[src/rtl/uart_rx_byte.sv]
// 8N1 UART receiver with 16x oversampling and mid-bit sampling.
// Emits a one-cycle rx_done strobe for each correctly framed byte.
module uart_rx_byte #(
    parameter int CLK_FREQ = 100_000_000,
    parameter int BAUD     = 9600,
    parameter int OVS      = 16
) (
    input  logic       clk,
    input  logic       reset,
    input  logic       rx,
    output logic [7:0] rx_data,
    output logic       rx_done,
    output logic       rx_busy,
    output logic       frame_err
);

    localparam int DIV = CLK_FREQ / (BAUD * OVS);
    localparam int CW  = (DIV > 1) ? $clog2(DIV) : 1;
    localparam logic [CW-1:0] DIV_MAX = CW'(DIV - 1);

    localparam logic [1:0] IDLE  = 2'd0;
    localparam logic [1:0] START = 2'd1;
    localparam logic [1:0] DATA  = 2'd2;
    localparam logic [1:0] STOP  = 2'd3;

    logic          rx_meta;
    logic          rx_s;
    logic [CW-1:0] div_cnt;
    logic          tick;
    logic [1:0]    state;
    logic [3:0]    s_cnt;
    logic [2:0]    bit_cnt;
    logic [7:0]    shreg;

    // Synchronizer resets to the idle level so reset never fakes a start edge
    always_ff @(posedge clk) begin
        if (!reset) begin
            rx_meta <= 1'b1;
            rx_s    <= 1'b1;
        end else begin
            rx_meta <= rx;
            rx_s    <= rx_meta;
        end
    end

    assign tick = (div_cnt == DIV_MAX);

    always_ff @(posedge clk) begin
        if (!reset || state == IDLE) begin
            div_cnt <= '0;
        end else if (tick) begin
            div_cnt <= '0;
        end else begin
            div_cnt <= div_cnt + 1'b1;
        end
    end

    always_ff @(posedge clk) begin
        if (!reset) begin
            state     <= IDLE;
            s_cnt     <= 4'd0;
            bit_cnt   <= 3'd0;
            shreg     <= 8'h00;
            rx_data   <= 8'h00;
            rx_done   <= 1'b0;
            rx_busy   <= 1'b0;
            frame_err <= 1'b0;
        end else begin
            rx_done <= 1'b0;
            unique case (state)
                IDLE: begin
                    s_cnt   <= 4'd0;
                    bit_cnt <= 3'd0;
                    rx_busy <= 1'b0;
                    if (!rx_s) begin
                        state <= START;
                    end
                end
                START: begin
                    rx_busy <= 1'b1;
                    if (tick) begin
                        if (s_cnt == 4'd7) begin
                            if (rx_s) begin
                                state   <= IDLE;
                                rx_busy <= 1'b0;
                            end else begin
                                frame_err <= 1'b0;
                                s_cnt     <= 4'd0;
                                state     <= DATA;
                            end
                        end else begin
                            s_cnt <= s_cnt + 4'd1;
                        end
                    end
                end
                DATA: begin
                    if (tick) begin
                        if (s_cnt == 4'd15) begin
                            shreg   <= {rx_s, shreg[7:1]};
                            s_cnt   <= 4'd0;
                            bit_cnt <= bit_cnt + 3'd1;
                            if (bit_cnt == 3'd7) begin
                                state <= STOP;
                            end
                        end else begin
                            s_cnt <= s_cnt + 4'd1;
                        end
                    end
                end
                STOP: begin
                    if (tick) begin
                        if (s_cnt == 4'd15) begin
                            // Leave at mid stop bit so a back-to-back start is caught
                            state   <= IDLE;
                            rx_busy <= 1'b0;
                            if (rx_s) begin
                                rx_data <= shreg;
                                rx_done <= 1'b1;
                            end else begin
                                frame_err <= 1'b1;
                            end
                        end else begin
                            s_cnt <= s_cnt + 4'd1;
                        end
                    end
                end
                default: state <= IDLE;
            endcase
        end
    end

endmodule

[config.mk]
export PLATFORM = sky130hd
export DESIGN_NAME = uart_rx_byte
export DESIGN_NICKNAME = d
export VERILOG_FILES = /design/src/rtl/uart_rx_byte.sv
export SDC_FILE = /design/constraint.sdc
export NUM_CORES = 1
export LEC_CHECK = 0
export BUFFER_PORTS_ARGS = -buffer_cell sky130_fd_sc_hd__buf_2
export CAP_MARGIN = 10
export CORE_MARGIN = 8
export CORE_UTILIZATION = 53
export DETAILED_ROUTE_END_ITERATION = 10
export HOLD_SLACK_MARGIN = 0.12
export PLACE_DENSITY = 0.74
export SLEW_MARGIN = 20
export SYNTH_ARGS = -nofsm -noshare
export SYNTH_HDL_FRONTEND = slang
export SYNTH_SLANG_ARGS = --single-unit
[constraint.sdc]
create_clock -name clk -period 1.61 [get_ports clk]
set_input_delay 0.161 -clock clk [delete_from_list [all_inputs] [get_ports clk]]
set_output_delay 0.161 -clock clk [all_outputs]
set_load 0.03 [all_outputs]
==> metrics.cfg <==
[run_status]
status=finished, final reports clean

[sta]
skew_ns=0.00569
hold_viol=0
rsz0062_at_grt=true
slew-limit-headroom_pct=73.5
max_freq_mhz=629
max_slew.worst_pin.slew_ns=0.396
fin_crit_sh_pct=98.8
whs_ns=0.260
period_minus_slack_ns=1.59
setup_viol=0
slew_viol_final=0

[cts]
clk_pin_slew_ns=0.12
clock_sink_count=40
ctsRootBufferMaster=clkbuf_4
clock_latency_ns=0.35
cts_tree=built
cts_buffer_depth=2
cts_buffers=5
postCtsSetupBuffers=0
htree_levels=2

[synthesis]
synth-main-ff-cell=dfxtp_1
yosys_warnings=0
async_flop_share_pct=0
ys_types=43
synth_edf_count=0
ys_seq_area_share_pct=43.4
synth_area_um2=1850
ys_ff_latch=40
avgSynthCellArea_um2=9.37
syn_nets=205
synthCells=197

[power]
peakVddDrop_mv=0.639
power_leakage_nw=0.892
power_density_nw_per_um2=754

[die]
rows=21
core_region_area_um2=3340
start_util_pct=55.3
io_pins=14
die_area_um2=5630
die_height_um=75.0
fp.dieW_um=75.0

[critical_path]
cp_max_fo=8
arrival_ns=1.87
critical_path_class=reg -> reg
crit_chain=ha_2 -> nand2_2 -> buf_4 -> nor4_4 -> buf_12 -> mux2i_1
crit_path_end_kind=flop
cp-start-kind=flop
crit_slowest_cell=dfxtp_2
crit_path_max_incr_delay_ns=0.37
worst_ep_required_time_ns=1.89

[cells_and_area]
register_area_um2=806
syn2layout_area_growth_pct=24.1
postLayoutCellArea_um2=2290
drive_gt1_share_pct=29.7
final_nets=239
fill_cells=269
multi_input_area_um2=1070
n_antenna_cell=0

[placement]
portBuffers=13
gp_congestion=0.902
hpwlAfterDp_um=2780
placed_area_um2=2120

[global_routing]
grt-ovfl-total=0
grt_max_degree=30
grt_pass1_vias=1475
antenna_found_initial=0
grt_pass1_wl_um=6490
grt_usage_pct=15.1

[drt]
route.detailed.drc=0
dr.pass1.iters=4
ant_nets=0
wl_um=3830
wl_per_cell_um=13.8
via_count=1516
vias_per_cell=5.45
drtIter0Drc=115

[hold_path]
hold_class=in -> reg

[job]
maxCapViolCount=0

-- kinds of logic after synthesis --
group | share of synthesized area, %
and+or+nand+nor | 26.9
DFF | 43.4
AOI/OAI and AO/OA | 9.15
muxes | 10.3
buffers and inverters | 3.12
xor gates and xnor gates | 3.79
adders and majority gates | 3.39
-- layout by cell type (no fill, tap or decap), types with 5 or more instances in the layout --
master / n
buf_2: 13
buf_4: 22
clkbuf_4: 5
dfxtp_1: 36
mux2i_1: 19
nand2_1: 27
nand3_1: 15
nor2_1: 15
xnor2_1: 5
-- area by class of cell --
| type | count | area share (%) |
|---|---|---|
| tap | 46 | 2.51 |
| inverter | 2 | 0.328 |
| timing repair buffer | 38 | 11.9 |
| clock inverter | 2 | 1.53 |
| clock buffer | 6 | 1.80 |
| multi-input combinational | 144 | 46.8 |
| sequential | 40 | 35.2 |
-- power breakdown --
part | total (W) | leakage [nW] | switching [W] | internal [W]
Clock | 0.000649 | 0.0422 | 0.000323 | 0.000326
Sequential | 0.000999 | 0.325 | 0.00000333 | 0.000996
Combinational | 0.0000793 | 0.525 | 0.0000469 | 0.0000324
-- routing by layer --
layer | vias to the layer above | routed length (µm) | global-route usage [%] | share of wire (%)
met5 | - | 0 | 0 | 0
met4 | 0 | 57 | 5.65 | 1.5
met3 | 7 | 134 | 4.93 | 3.5
met2 | 25 | 1930 | 25.6 | 50
met1 | 715 | 1710 | 17.0 | 45
li1 | 769 | - | - | -
-- worst max-delay path, delay by kind of cell (launching register included) --
family | cells | cell delay, ns
multiplexers | 1 | 0.18
adder cells (fa/ha/maj) | 1 | 0.22
flip-flops | 1 | 0.37
AND/OR/NAND/NOR | 2 | 0.39
buffers and inverters | 2 | 0.35
-- path summary, 6_finish.rpt --
check	start	end	slack [ns]	cells past startpoint
setup reg to reg	s_cnt[0]	rx_data[6]	0.02	6
setup / recovery	s_cnt[0]	rx_data[6]	0.02	6
hold / removal	reset	frame_err	0.26	4
hold reg to reg	rx_meta	rx_s	0.42	1
-- registers in the layout, indices dropped and copies added (netlist names), named ones only --
register and count:
shreg 8, div_cnt 10, rx_data 8, rx_meta 1
rx_s 1, rx_done 1, bit_cnt 3, state 1
rx_busy 1, s_cnt 4, frame_err 1
-- repair_timing --
item	in CTS	in global routing
resized for setup	9	12
endpoints found under the hold margin	1	0
hold buffers	1	0
setup endpoints to repair	13	37
pin swaps	1	5
-- synthesized netlist by cell type (2+ instances only) --
cell type	instances	area (µm²)
ha_1	5	62.6
xor2_1	3	26.3
inv_1	2	7.51
clkbuf_1	9	33.8
or2_2	2	12.5
and2_1	2	12.5
nor3_1	2	10.0
nor4_1	2	12.5
or3b_2	2	17.5
a21oi_1	4	20.0
mux2i_1	19	190
nor2_1	15	56.3
o211ai_1	2	15.0
dfxtp_1	40	801
nand2b_1	3	18.8
and4_1	2	17.5
nand3_1	16	80.1
a21o_1	2	15.0
nor4_4	2	42.5
nand2_1	28	105
o21ai_0	6	30.0
and3_1	3	18.8
nand4b_1	2	17.5
xnor2_1	5	43.8
-- stage by stage --
step / util (%) / setup TNS (ns) / setup slack, ns / power [W] / std cells
final: 68.7 / 0 / 0.0196 / 0.00173 / 278
after global routing: 68.7 / -1.69 / -0.112 / 0.00180 / 278
after detailed placement: 63.5 / -0.358 / -0.0882 / 0.00109 / 269
after global placement: 63.5 / -0.00974 / -0.00974 / 0.00109 / 269
after CTS: 67.2 / -0.00822 / -0.00822 / 0.00173 / 278
after floorplan: - / -1.16 / -0.102 / 0.00107 / 197
Note: power is estimated with default switching activity, not from simulation.
